`src/rtl/control_frame_tx_pkg.sv`:
```
// Shared definitions for the steer/throttle control frame: header bytes, length,
// serializer state encodings and the checksum used by both transmitter and receiver.
package control_frame_tx_pkg;

  localparam logic [7:0] FRAME_HDR0 = 8'h61;
  localparam logic [7:0] FRAME_HDR1 = 8'h62;
  localparam logic [7:0] FRAME_HDR2 = 8'h63;
  localparam int         FRAME_LEN  = 8;

  localparam logic [1:0] ST_IDLE  = 2'd0;
  localparam logic [1:0] ST_START = 2'd1;
  localparam logic [1:0] ST_DATA  = 2'd2;
  localparam logic [1:0] ST_STOP  = 2'd3;

  typedef struct packed {
    logic [15:0] steer;
    logic [15:0] throttle;
  } ctrlPayload_t;

  function automatic logic [7:0] frameChecksum(input logic [15:0] steer,
                                               input logic [15:0] throttle);
    return steer[15:8] ^ steer[7:0] ^ throttle[15:8] ^ throttle[7:0];
  endfunction

endpackage

```
`src/rtl/control_frame_tx_byte.sv`:
```
// 8N1 byte serializer with a registered line output and a down-counting bit timer.
// byteReady is high in IDLE and on the last clock of a stop bit, so bytes chain with no gap.
//
//   state | meaning
//   IDLE  | line high, waiting for byteValid
//   START | driving the start bit (0)
//   DATA  | driving d0..d7, LSB first
//   STOP  | driving the stop bit (1); may load the next byte on expiry
module uart_tx_byte
  import control_frame_tx_pkg::*;
#(
  parameter int BIT_CLKS = 5208
) (
  input  logic       clk,
  input  logic       rst_n,
  input  logic       byteValid,
  input  logic [7:0] byteData,
  output logic       byteReady,
  output logic       txLine
);

  localparam int CNT_W = (BIT_CLKS > 1) ? $clog2(BIT_CLKS) : 1;
  localparam logic [CNT_W-1:0] CNT_LOAD = CNT_W'(BIT_CLKS - 1);

  logic [1:0]       state;
  logic [CNT_W-1:0] cnt;
  logic [7:0]       shiftReg;
  logic [2:0]       bitIdx;
  logic             cntDone;

  assign cntDone   = (cnt == '0);
  assign byteReady = (state == ST_IDLE) || ((state == ST_STOP) && cntDone);

  always_ff @(posedge clk or negedge rst_n) begin
    if (!rst_n) begin
      state    <= ST_IDLE;
      cnt      <= '0;
      shiftReg <= '0;
      bitIdx   <= '0;
      txLine   <= 1'b1;
    end else if (byteValid && byteReady) begin
      state    <= ST_START;
      cnt      <= CNT_LOAD;
      shiftReg <= byteData;
      bitIdx   <= '0;
      txLine   <= 1'b0;
    end else begin
      case (state)
        ST_START: begin
          if (cntDone) begin
            state    <= ST_DATA;
            cnt      <= CNT_LOAD;
            txLine   <= shiftReg[0];
            shiftReg <= shiftReg >> 1;
          end else begin
            cnt <= cnt - 1'b1;
          end
        end
        ST_DATA: begin
          if (cntDone) begin
            cnt <= CNT_LOAD;
            if (bitIdx == 3'd7) begin
              state  <= ST_STOP;
              txLine <= 1'b1;
            end else begin
              bitIdx   <= bitIdx + 3'd1;
              txLine   <= shiftReg[0];
              shiftReg <= shiftReg >> 1;
            end
          end else begin
            cnt <= cnt - 1'b1;
          end
        end
        ST_STOP: begin
          // Expiry with no next byte pending drops back to idle.
          if (cntDone) state <= ST_IDLE;
          else         cnt   <= cnt - 1'b1;
        end
        default: begin
          state  <= ST_IDLE;
          txLine <= 1'b1;
        end
      endcase
    end
  end

endmodule

```
`src/rtl/control_frame_tx.sv`:
```
// Frame sequencer: latches steer/throttle on accept and feeds the 8 frame bytes
// (header, payload, XOR checksum) back-to-back into the byte serializer.
module control_frame_tx
  import control_frame_tx_pkg::*;
#(
  parameter int CLK_FREQ = 50000000,
  parameter int BAUD     = 9600
) (
  input  logic        clk,
  input  logic        rst_n,
  input  logic        send,
  input  logic [15:0] steer,
  input  logic [15:0] throttle,
  output logic        busy,
  output logic        done,
  output logic        uart_tx
);

  localparam int         BIT_CLKS = CLK_FREQ / BAUD;
  localparam logic [2:0] LAST_IDX = 3'(FRAME_LEN - 1);

  ctrlPayload_t payload;
  logic [2:0]   idx;
  logic [2:0]   nextIdx;
  logic [7:0]   byteData;
  logic         byteValid;
  logic         byteReady;
  logic         frameEnd;

  // idx is the byte currently on the line; the serializer is offered the following one.
  assign nextIdx   = busy ? (idx + 3'd1) : 3'd0;
  assign byteValid = busy ? (idx != LAST_IDX) : send;
  assign frameEnd  = busy && byteReady && (idx == LAST_IDX);

  always_comb begin
    byteData = FRAME_HDR0;
    case (nextIdx)
      3'd1:    byteData = FRAME_HDR1;
      3'd2:    byteData = FRAME_HDR2;
      3'd3:    byteData = payload.steer[15:8];
      3'd4:    byteData = payload.steer[7:0];
      3'd5:    byteData = payload.throttle[15:8];
      3'd6:    byteData = payload.throttle[7:0];
      3'd7:    byteData = frameChecksum(payload.steer, payload.throttle);
      default: byteData = FRAME_HDR0;
    endcase
  end

  always_ff @(posedge clk or negedge rst_n) begin
    if (!rst_n) begin
      busy    <= 1'b0;
      done    <= 1'b0;
      idx     <= '0;
      payload <= '0;
    end else begin
      done <= frameEnd;
      if (!busy) begin
        if (send) begin
          busy    <= 1'b1;
          idx     <= '0;
          payload <= '{steer: steer, throttle: throttle};
        end
      end else if (frameEnd) begin
        busy <= 1'b0;
        idx  <= '0;
      end else if (byteValid && byteReady) begin
        idx <= idx + 3'd1;
      end
    end
  end

  uart_tx_byte #(
    .BIT_CLKS (BIT_CLKS)
  ) u_byte (
    .clk       (clk),
    .rst_n     (rst_n),
    .byteValid (byteValid),
    .byteData  (byteData),
    .byteReady (byteReady),
    .txLine    (uart_tx)
  );

endmodule

```
`config.mk`:
```
export PLATFORM = sky130hd
export DESIGN_NAME = control_frame_tx
export DESIGN_NICKNAME = d
export VERILOG_FILES = /design/src/rtl/control_frame_tx_pkg.sv /design/src/rtl/control_frame_tx_byte.sv /design/src/rtl/control_frame_tx.sv
export SDC_FILE = /design/constraint.sdc
export NUM_CORES = 1
export LEC_CHECK = 0
export CORE_ASPECT_RATIO = 1.75
export CORE_MARGIN = 3
export CORE_UTILIZATION = 61
export CTS_CLUSTER_DIAMETER = 150
export DETAILED_ROUTE_END_ITERATION = 12
export GPL_ROUTABILITY_DRIVEN = 0
export PLACE_DENSITY = 0.87
export RECOVER_POWER = 50
export SETUP_SLACK_MARGIN = 0.3
export SYNTH_ARGS = -nofsm -noshare
export SYNTH_HDL_FRONTEND = slang
export SYNTH_SLANG_ARGS = --single-unit
```
`constraint.sdc`:
```
create_clock -name clk -period 4.1 [get_ports clk]
set_clock_uncertainty 0.15 [all_clocks]
set_input_delay 0.41 -clock clk [delete_from_list [all_inputs] [get_ports clk]]
set_output_delay 0.41 -clock clk [all_outputs]
set_load 0.03 [all_outputs]
```
=== Yosys cells after proc, flatten, opt, wreduce, memory -nomap -nowiden ===
Index checks and enable logic that the tools add are counted.

* Flip-flop bits (word level): 64
* Bits of input ports: 35
* Logic and storage cells: 93

* Add/subtract/negate cells: 3
* Equality and inequality tests: 22
* Multiplexer cells: 34
* Bitwise gates (word level): 4
* Reduce and logical (&&, ||, !) cells: 20

{| class="wikitable"
|+ Operators with widths
! cell !! count
|-
| $pmux 8 s7 || 1
|-
| $mux 13 || 3
|-
| $mux 8 || 4
|-
| $mux 3 || 9
|-
| $pmux 13 s2 || 1
|-
| $xor 8x8->8 || 3
|-
| $eq 3x3->1 const B || 6
|-
| $pmux 8 s2 || 1
|-
| $logic_not 13->1 || 1
|-
| $sub 13x1->13 const B || 1
|-
| $ne 3x2->1 const B || 4
|-
| $mux 2 || 5
|-
| $ne 3x3->1 const B || 3
|-
| $mux 1 || 8
|-
| $reduce_and 4->1 || 2
|-
| $add 3x1->3 const B || 2
|-
| $eq 3x2->1 const B || 2
|-
| $pmux 2 s3 || 1
|-
| $reduce_and 2->1 || 3
|-
| $reduce_and 3->1 || 2
|-
| $reduce_bool 2->1 || 3
|-
| $reduce_bool 3->1 || 2
|-
| $eq 2x2->1 const B || 2
|-
| $logic_and 1x1->1 || 4
|-
| 9 further kinds || 10
|}

=== Longest topological paths before layout ===
Gate-level depths: netlist of the first run.

* Depth after elaboration: 7
* Depth in mapped cells: 9
* Mapped depth without buffers: 8

=== Cells and area by module ===
From an unflattened synthesis of the first run, not the netlist that was laid out.

* Cell total of the unflattened synthesis: 329
* Area total of the unflattened synthesis: 3587.2 um^2

{| class="wikitable"
|+ By module, submodules not included
! module !! instances !! cells each !! area each (um^2)
|-
| control_frame_tx || 1 || 174 || 2052.0
|-
| uart_tx_byte || 1 || 155 || 1535.2
|}

=== Worst setup path after synthesis of the first run ===
Ideal clock, no wire load.

* Kind: register to register
* Start point: register u_byte.cnt[0]
* End point: register u_byte.shiftReg[1]
* Library setup time: 127 ps
* Arrival: 2320 ps
* Data required time: 3823 ps
* Setup slack: 1502 ps
* Stages on the path, launching flop included: 9
* Buffers on the path: 1
* Cells stage by stage: dfrtp_1 inv_1 ha_1 or4b_4 or4_4 buf_6 a21oi_2 o32ai_2 mux2_1

* Longest elaborated chain between the ends: 6
* Elaborated cells between the ends (all ways): 10

{| class="wikitable"
|+ RTL lines
! item !! RTL line !! text
|-
| start: declaration || control_frame_tx_byte.sv:26 || <nowiki>logic [CNT_W-1:0] cnt;</nowiki>
|-
| start signal: assignment || control_frame_tx_byte.sv:56 || <nowiki>cnt <= cnt - 1'b1;</nowiki>
|-
| start signal: assignment || control_frame_tx_byte.sv:71 || <nowiki>cnt <= cnt - 1'b1;</nowiki>
|-
| start signal: assignment || control_frame_tx_byte.sv:77 || <nowiki>else cnt <= cnt - 1'b1;</nowiki>
|-
| $logic_not 13->1 (*) || control_frame_tx_byte.sv:31 || <nowiki>assign cntDone = (cnt == '0);</nowiki>
|-
| $logic_and 1x1->1 || control_frame_tx_byte.sv:32 || <nowiki>assign byteReady = (state == ST_IDLE) || ((state == ST_STOP) && cntDone);</nowiki>
|-
| $logic_or 1x1->1 || control_frame_tx_byte.sv:32 ||
|-
| $logic_and 1x1->1 || control_frame_tx_byte.sv:41 || <nowiki>end else if (byteValid && byteReady) begin</nowiki>
|-
| $ne 3x3->1 (no line) (tied with other cells) || -- ||
|-
| $reduce_and 4->1 (no line) || -- ||
|-
| end signal: assignment || control_frame_tx_byte.sv:44 || <nowiki>shiftReg <= byteData;</nowiki>
|-
| end signal: assignment || control_frame_tx_byte.sv:54 || <nowiki>shiftReg <= shiftReg >> 1;</nowiki>
|-
| end signal: assignment || control_frame_tx_byte.sv:68 || <nowiki>shiftReg <= shiftReg >> 1;</nowiki>
|-
| end: declaration || control_frame_tx_byte.sv:27 || <nowiki>logic [7:0] shiftReg;</nowiki>
|}

Mark *: on every way between the ends. The rest lies on a longest branch, timed or not.
A chain may end at the register's enable or synchronous reset.

=== Worst setup path after layout of the first run ===
* Start point: register idx[0]
* End point: register u_byte.shiftReg[0]

* Longest elaborated chain between the ends: 5
* Elaborated cells between the ends (all ways): 19

{| class="wikitable"
|+ RTL lines
! item !! RTL line !! text
|-
| start: declaration || control_frame_tx.sv:23 || <nowiki>logic [2:0] idx;</nowiki>
|-
| start signal: assignment || control_frame_tx.sv:67 || <nowiki>idx <= idx + 3'd1;</nowiki>
|-
| $add 3x1->3 / $ne 3x3->1 (equally long branches) || control_frame_tx.sv:31, control_frame_tx.sv:32 ||
|-
| $mux 3 / $mux 1 (equally long branches) || control_frame_tx.sv:31, control_frame_tx.sv:32 ||
|-
| $eq 3x3->1 (tied with other cells) || control_frame_tx.sv:37 || <nowiki>case (nextIdx)</nowiki>
|-
| $pmux 8 s7 (tied with other cells) || control_frame_tx.sv:37 ||
|-
| $mux 8 / $reduce_and 4->1 (equally long branches) || -- ||
|}

Several ways; a longest one is shown, not always the timed one.

==> load_flow_metrics.sql, run 1 <==
INSERT INTO impl_metrics (metric_group, metric, value, unit) VALUES
('pwr', 'leakage', '1.732', 'nW'),
('floorplan', 'num_io_pins', '38', ''),
('setup_path', 'timing.critical_path.from_type', 'register', ''),
('setup_path', 'critPathMostFrequentCell', 'sky130_fd_sc_hd__mux2_2', ''),
('cells_and_area', 'num-fill-cells', '400', ''),
('worst_hold_path', 'hold_removal_path_class', 'register to register', ''),
('cells_and_area', 'numnets_final', '414', ''),
('floorplan', 'fp_rows', '36', ''),
('synthesis', 'synth.distinct_cells', '56', ''),
('timing', 'clock.fmax', '340.1', 'MHz'),
('run', 'drv.max_cap_violation_count', '2', ''),
('place', 'place_hpwl', '5372', 'um'),
('setup_path', 'path_class', 'register to register', ''),
('route', 'ant_nets', '0', ''),
('synthesis', 'netlist.top_cell.by_area', 'sky130_fd_sc_hd__dfrtp_1', ''),
('setup_path', 'path_max_fanout', '18', ''),
('synthesis', 'synth.cells.most_frequent', 'sky130_fd_sc_hd__dfrtp_1 (63), sky130_fd_sc_hd__mux2_2 (40), sky130_fd_sc_hd__nand2_1 (24), sky130_fd_sc_hd__nor2_1 (20), sky130_fd_sc_hd__o21ai_0 (20)', ''),
('synthesis', 'synth.cell_area', '0.003591', 'sq mm'),
('clock_tree', 'h-tree-depth', '3', ''),
('clock_tree', 'ctsResizeCount', '0', ''),
('pwr', 'power.density_cell_area', '764.5', 'mW/mm^2'),
('setup_path', 'worst_ep_required_time', '4.19', 'ns'),
('clock_tree', 'clock_latency', '0.35', 'ns'),
('synthesis', 'synth_seq_cells', '64', ''),
('timing', 'timing.setup.tns', '0', 'ns'),
('cells_and_area', 'flow.area_growth_from_synthesis', '15.99', '%'),
('synthesis', 'dominantRegCellSynth', 'sky130_fd_sc_hd__dfrtp_1', ''),
('synthesis', 'synth-async-reset-ratio', '1.000', ''),
('timing', 'rsz0062_at_grt', 'no', ''),
('global_route', 'grt_first_pass_wirelength', '12150', 'um'),
('synthesis', 'synth-edff-count', '0', ''),
('clock_tree', 'cts.sinks', '64', ''),
('clock_tree', 'clock_buffer_count_from_cts', '9', ''),
('timing', 'maxSlewHeadroom', '-0.1203', ''),
('route', 'iteration_count_of_the_initial_detailed_routing_pass', '4', ''),
('run_status', 'run_status', 'finished, violations left', ''),
('synthesis', 'post-synth-top-count-cell', 'sky130_fd_sc_hd__dfrtp_1', ''),
('route', 'drt-vias-per-instance', '5.806', ''),
('setup_path', 'cp_cell_sequence', 'ha_1, nor2b_1, nand3b_1, o211ai_1, a221o_1, mux2_2, mux2_2', ''),
('route', 'detail_route.drc_violations', '0', ''),
('run_status', 'violations_in_the_final_reports', 'max-capacitance violations, max-slew violations', ''),
('floorplan', 'chipHeight', '107.5', 'um'),
('synthesis', 'syn-mean-instance-area', '10.85', 'sq um'),
('clock_tree', 'cts.clk_slew.worst_paths', '0.07', 'ns'),
('global_route', 'grt-ovfl-total', '0', ''),
('timing', 'finalSetupViolCount', '0', ''),
('synthesis', 'synth_area_leaders', 'sky130_fd_sc_hd__dfrtp_1 (44%), sky130_fd_sc_hd__mux2_2 (13%), sky130_fd_sc_hd__xnor2_1 (4.1%), sky130_fd_sc_hd__ha_1 (3.8%), sky130_fd_sc_hd__xor2_1 (3.4%)', ''),
('cells_and_area', 'final_layout_size_suffix_gt1_frac', '0.1855', ''),
('clock_tree', 'clock_tree.root_cell', 'sky130_fd_sc_hd__clkbuf_8', ''),
('timing', 'timing_max_transition_violations_final', '64', ''),
('synthesis', 'syn_nets', '377', ''),
('global_route', 'number_of_global_route_vias_before_repair', '2687', ''),
('cells_and_area', 'diodes', '0', ''),
('timing', 'post_layout_minimum_cycle_time', '2.940', 'ns'),
('global_route', 'grt_start_max_net_pins', '38', ''),
('clock_tree', 'clockBufferDepth', '2', ''),
('clock_tree', 'tritoncts', 'built', ''),
('place', 'io_buffer_count', '37', ''),
('floorplan', 'floorplan.die.width', '64', 'um'),
('setup_path', 'timing.rr.start', 'idx[0]', ''),
('global_route', 'grtUsageTotal', '0.2317', ''),
('setup_path', 'cp_slowest_cell', 'sky130_fd_sc_hd__ha_1', ''),
('setup_path', 'timing.critical_path.arrival', '3.03', 'ns'),
('timing', 'worstMarginPinSlew', '1.681', 'ns'),
('pwr', 'finalPower', '0.003184', 'W'),
('global_route', 'grt_antenna_before_repair', '0', ''),
('synthesis', 'yosys_warnings', '0', ''),
('synthesis', 'synth_cells', '331', ''),
('setup_path', 'crit_path_end_kind', 'register', ''),
('floorplan', 'start_util', '0.6378', ''),
('setup_path', 'stage_delay_of_the_slowest_cell_on_the_critical_path', '0.78', 'ns');
==> sequential cells by signal, summed over array words and instances, names as in the netlist <==
register and count:
u_byte.shiftReg 8, u_byte.state 2, idx 3, u_byte.cnt 13, busy 1, u_byte.bitIdx 3, u_byte.txLine 1, done 1
payload 32
==> cell usage in the layout (no fill, tap or decap), types with 3 or more instances in the layout <==
master / instances
sky130_fd_sc_hd__mux2_2: 40
sky130_fd_sc_hd__o22ai_1: 4
sky130_fd_sc_hd__mux2i_1: 7
sky130_fd_sc_hd__a21oi_1: 15
sky130_fd_sc_hd__nand3_1: 5
sky130_fd_sc_hd__or4_1: 3
sky130_fd_sc_hd__ha_1: 11
sky130_fd_sc_hd__nor2b_1: 3
sky130_fd_sc_hd__a22oi_1: 5
sky130_fd_sc_hd__inv_1: 7
sky130_fd_sc_hd__xnor2_1: 17
sky130_fd_sc_hd__xor2_1: 14
sky130_fd_sc_hd__clkdlybuf4s50_1: 36
sky130_fd_sc_hd__dfrtp_1: 63
sky130_fd_sc_hd__clkbuf_1: 6
sky130_fd_sc_hd__nor2_1: 20
sky130_fd_sc_hd__nor3_1: 3
sky130_fd_sc_hd__o2bb2ai_1: 4
sky130_fd_sc_hd__clkbuf_8: 11
sky130_fd_sc_hd__nand2b_1: 9
sky130_fd_sc_hd__o21ai_0: 20
sky130_fd_sc_hd__a221o_1: 4
sky130_fd_sc_hd__nand2_1: 24
==> critical path, delay by kind of cell (launching register included) <==
kind            cells  cell delay (ns)
compound gates      2             0.40
fa+ha+maj           1             0.78
flops               1             0.57
mux                 2             0.52
simple gates        2             0.40
==> path summary, 6_finish.rpt <==
| check | slack (ns) | end | depth (start not counted) |
|---|---|---|---|
| max | 1.16 | u_byte.shiftReg[0] | 7 |
| min | 0.35 | u_byte.shiftReg[1] | 1 |
| max reg2reg | 1.16 | u_byte.shiftReg[0] | 7 |
| min reg2reg | 0.35 | u_byte.shiftReg[1] | 1 |
| max in group asynchronous | 1.37 | u_byte.cnt[7] | 3 |
| min in group asynchronous | 0.80 | u_byte.cnt[8] | 2 |
==> routing by layer <==
metal  track usage  up-vias  routed length [um]
li1              -     1263                   -
met1        0.2396     1257                2701
met2        0.4064       63                3986
met3       0.07001       18                 314
met4        0.1314        0                 211
met5             0        -                   0
==> cell type report <==
cell class	instances	area, sq um	area share
flip-flops and latches	64	1603	0.3848
inverters	7	26.28	0.006308
well taps	76	95.09	0.02283
multi-input cells	246	1892	0.4542
clock buffers	15	166.4	0.03995
repair buffers	40	382.9	0.09192
==> power by group <==
part           internal [W]  switching [W]
Sequential         0.000876       0.000235
Clock              0.000250       0.000225
Combinational      0.000814       0.000784
==> cell families (layout without fill, tap and decap cells) <==
| logic type | Yosys count | after routing | synth area share |
|---|---|---|---|
| xor+xnor | 31 | 31 | 0.07561 |
| flops | 64 | 64 | 0.4463 |
| compound gates | 72 | 72 | 0.1422 |
| fa+ha+maj | 11 | 11 | 0.03833 |
| simple gates | 84 | 84 | 0.1219 |
| buf+inv | 21 | 62 | 0.02752 |
| mux | 48 | 48 | 0.1481 |
==> stage by stage <==
step           instances  instance area, sq um  utilization  hold slack, ns  setup slack, ns
6_report             448                  4165       0.7398          0.3466            1.160
5_1_grt              448                  4165       0.7398          0.3736           0.9608
4_1_cts              448                  4173       0.7411          0.3493            1.182
3_5_place_dp         432                  3996       0.7098          0.3097            1.190
3_3_place_gp         432                  3996       0.7098          0.3058            1.278
2_1_floorplan        331                  3591            -        -0.03559            1.502
==> timing repair <==
item / CTS / global route
hold buffers: 1 / 0
hold endpoints to repair: 27 / 0
setup endpoints to repair: 0 / 0
setup buffers: 0 / 0
Note: power is estimated with default switching activity, not from simulation.
==> run 2, diff against run 1 <==
--- a/config.mk
+++ b/config.mk
@@ -7,11 +7,11 @@
 export LEC_CHECK = 0
 export CORE_ASPECT_RATIO = 1.75
 export CORE_MARGIN = 3
-export CORE_UTILIZATION = 61
+export CORE_UTILIZATION = 57
 export CTS_CLUSTER_DIAMETER = 150
 export DETAILED_ROUTE_END_ITERATION = 12
 export GPL_ROUTABILITY_DRIVEN = 0
-export PLACE_DENSITY = 0.87
+export PLACE_DENSITY = 0.82
 export RECOVER_POWER = 50
 export SETUP_SLACK_MARGIN = 0.3
 export SYNTH_ARGS = -nofsm -noshare
==> constraint.sdc (replaced) <==
create_clock -name clk -period 2.8 [get_ports clk]
set_clock_uncertainty 0.15 [all_clocks]
set_input_delay 0.28 -clock clk [delete_from_list [all_inputs] [get_ports clk]]
set_output_delay 0.28 -clock clk [all_outputs]
set_load 0.03 [all_outputs]
==> load_flow_metrics.sql, run 2 (same netlist as run 1, synthesis figures left out) <==
INSERT INTO impl_metrics (metric_group, metric, value, unit) VALUES
('run_status', 'run_status', 'finished clean', ''),
('place', 'place_hpwl', '5447', 'um'),
('floorplan', 'core_region_area', '0.005972', 'sq mm'),
('setup_path', 'cp_num_cells', '7', ''),
('pwr', 'power.density_cell_area', '1163', 'mW/mm^2'),
('timing', 'rsz0062_at_grt', 'yes', ''),
('cells_and_area', 'final_layout_size_suffix_gt1_frac', '0.2702', ''),
('clock_tree', 'clock_tree.root_cell', 'sky130_fd_sc_hd__clkbuf_8', ''),
('place', 'io_buffer_count', '37', ''),
('worst_hold_path', 'hold_removal_path_class', 'input pin to register', ''),
('run', 'drv.max_cap_violation_count', '0', ''),
('setup_path', 'ff2ff_setup_slack', '0.24', 'ns'),
('setup_path', 'timing.critical_path.from_type', 'register', ''),
('setup_path', 'cp_slowest_cell', 'sky130_fd_sc_hd__or4_4', ''),
('global_route', 'grtUsageTotal', '0.2249', ''),
('clock_tree', 'clock_buffer_count_from_cts', '9', ''),
('timing', 'final-hold-violation-count', '0', ''),
('global_route', 'number_of_global_route_vias_before_repair', '2776', ''),
('pwr', 'vdd_drop_max', '0.6406', 'mV'),
('setup_path', 'cp.buffers_inverters', '1', ''),
('clock_tree', 'cts.sinks', '64', ''),
('setup_path', 'cp_cell_sequence', 'inv_2, ha_4, or4b_4, or4_4, a21oi_4, o32ai_4, mux2_4', ''),
('setup_path', 'timing.rr.start', 'u_byte.cnt[0]', ''),
('cells_and_area', 'flow.area_growth_from_synthesis', '23.97', '%'),
('cells_and_area', 'commonest_non_fill_non_tap_cells_in_the_layout', 'sky130_fd_sc_hd__dfrtp_1 (63), sky130_fd_sc_hd__mux2_2 (40), sky130_fd_sc_hd__clkdlybuf4s50_1 (36)', ''),
('timing', 'post_layout_minimum_cycle_time', '2.558', 'ns'),
('cells_and_area', 'seq_area', '0.001603', 'sq mm'),
('floorplan', 'die_area', '0.007326', 'sq mm'),
('route', 'ant_nets', '0', ''),
('pwr', 'leakage', '1.868', 'nW'),
('setup_path', 'crit_path_end_kind', 'register', ''),
('cells_and_area', 'area_of_the_multi_input_gates', '0.001979', 'sq mm'),
('clock_tree', 'clock_latency', '0.34', 'ns'),
('route', 'iteration_count_of_the_initial_detailed_routing_pass', '4', ''),
('cells_and_area', 'largest_register_ffs', '32', ''),
('setup_path', 'endpoint_of_the_worst_slack_reg_to_reg_timing_path', 'u_byte.shiftReg[1]', ''),
('setup_path', 'path_max_fanout', '8', ''),
('clock_tree', 'cts.clk_slew.worst_paths', '0.07', 'ns'),
('clock_tree', 'clockBufferDepth', '2', ''),
('route', 'routed_wl', '7820', 'um'),
('route', 'detailroute.via_count', '2743', ''),
('route', 'drt-vias-per-instance', '5.787', ''),
('cells_and_area', 'diodes', '0', ''),
('setup_path', 'timing.critical_path.arrival', '2.64', 'ns'),
('cells_and_area', 'numnets_final', '437', ''),
('cells_and_area', 'finish.cell_count_without_fillers', '474', ''),
('floorplan', 'chipHeight', '111', 'um'),
('clock_tree', 'h-tree-depth', '3', ''),
('timing', 'timing_max_transition_violations_final', '0', ''),
('timing', 'finalSetupViolCount', '0', ''),
('setup_path', 'critPathTopFamily', 'simple AND/OR/NAND/NOR gates', ''),
('floorplan', 'floorplan.die.width', '66', 'um'),
('route', 'detail_route.wl_per_cell', '16.50', 'um'),
('cells_and_area', 'largest-register', 'payload', ''),
('cells_and_area', 'num-fill-cells', '410', ''),
('timing', 'timing.setup.tns', '0', 'ns'),
('timing', 'final_worst_path_period_share', '0.9134', ''),
('setup_path', 'critPathCapture', 'u_byte.shiftReg[1]', ''),
('global_route', 'grt_first_pass_wirelength', '12670', 'um'),
('setup_path', 'path_class', 'register to register', ''),
('route', 'detail_route.drc_violations', '0', ''),
('setup_path', 'worst_ep_required_time', '2.88', 'ns'),
('route', 'detail_route.iter0.violations', '144', ''),
('timing', 'worstMarginPinSlew', '1.100', 'ns'),
('setup_path', 'stage_delay_of_the_slowest_cell_on_the_critical_path', '0.55', 'ns'),
('global_route', 'grt_antenna_before_repair', '0', ''),
('floorplan', 'fp_rows', '37', ''),
('clock_tree', 'tritoncts', 'built', ''),
('worst_hold_path', 'worstHoldPathCells', '3', ''),
('setup_path', 'worst_r2r_path_depth', '7', ''),
('floorplan', 'num_io_pins', '38', ''),
('floorplan', 'start_util', '0.6013', ''),
('timing', 'clock.fmax', '391.0', 'MHz'),
('global_route', 'grt_start_max_net_pins', '36', ''),
('timing', 'maxSlewHeadroom', '0.2666', ''),
('setup_path', 'worst_setup_path_startpoint', 'u_byte.cnt[0]', ''),
('cells_and_area', 'most_common_library_cell_in_the_layout_ignoring_fill_and_taps', 'sky130_fd_sc_hd__dfrtp_1', ''),
('place', 'place_inst', '443', ''),
('cells_and_area', 'largestRegisters', 'payload x32, u_byte.cnt x13, u_byte.shiftReg x8', ''),
('global_route', 'grt-ovfl-total', '0', '');
==> run 2: changes by cell type in the layout (fill, tap and decap cells not counted), sizes merged <==
cell / change
clkinv: +2
bufinv: +1
o21ai: +1
clkbuf: -1
buf: +21
==> run 2: repair_timing <==
item                       in CTS  in global routing
setup endpoints to repair      15                 26
gates cloned                    0                  1
hold endpoints to repair       18                  0
pin swaps                       6                 11
gates resized for setup         4                  8
buffers inserted                8                  5
hold buffers                    1                  0
==> run 2: worst min-delay path by stage <==
| stage | from | end | slack (ns) |
|---|---|---|---|
| detailed placement | rst_n | u_byte.cnt[7] | 0.10 |
| floorplan | rst_n | busy | -0.17 |
| global placement | rst_n | u_byte.cnt[9] | 0.1 |
| CTS | rst_n | idx[1] | 0.26 |
| finish | throttle[13] | payload[13] | 0.34 |
| global route | throttle[13] | payload[13] | 0.37 |
==> run 2: worst register-to-register path: stages (launching register included) <==
cell,delay (ns)
sky130_fd_sc_hd__dfrtp_1,0.40
sky130_fd_sc_hd__inv_2,0.09
sky130_fd_sc_hd__ha_4,0.13
sky130_fd_sc_hd__or4b_4,0.48
sky130_fd_sc_hd__or4_4,0.55
sky130_fd_sc_hd__a21oi_4,0.16
sky130_fd_sc_hd__o32ai_4,0.16
sky130_fd_sc_hd__mux2_4,0.33
==> run 2: metrics by stage <==
step	setup slack (ns)	util	power (W)	hold WS (ns)	area, sq um
finish	0.2424	0.7454	0.005179	0.3438	4452
floorplan	0.2452	-	0.003544	-0.1656	3621
detailed placement	0.1752	0.6859	0.004134	0.1036	4096
global route	0.1605	0.7454	0.005506	0.3673	4452
CTS	0.2017	0.7354	0.005040	0.2622	4392
global placement	0.2192	0.6859	0.004019	0.09597	4096
==> run 2: final cells by class <==
cell class,count,area share
clock buffers,13,0.03569
clock inverters,3,0.008994
inverters,7,0.005902
multi-input cells,247,0.4446
flip-flops and latches,64,0.3600
well taps,78,0.02192
repair buffers,62,0.1228
==> run 2: layer usage <==
layer / GRT usage / vias up / wire, um
met5: 0 / - / 0
met4: 0.1126 / 0 / 321
met3: 0.04462 / 23 / 279
met2: 0.3954 / 73 / 4205
met1: 0.2480 / 1327 / 3014
li1: - / 1320 / -
==> run 2: power breakdown <==
group	internal (W)	switching, W	total (W)
clock network	0.000457	0.000344	0.000802
registers	0.00128	0.000311	0.00159
logic	0.00143	0.00135	0.00278
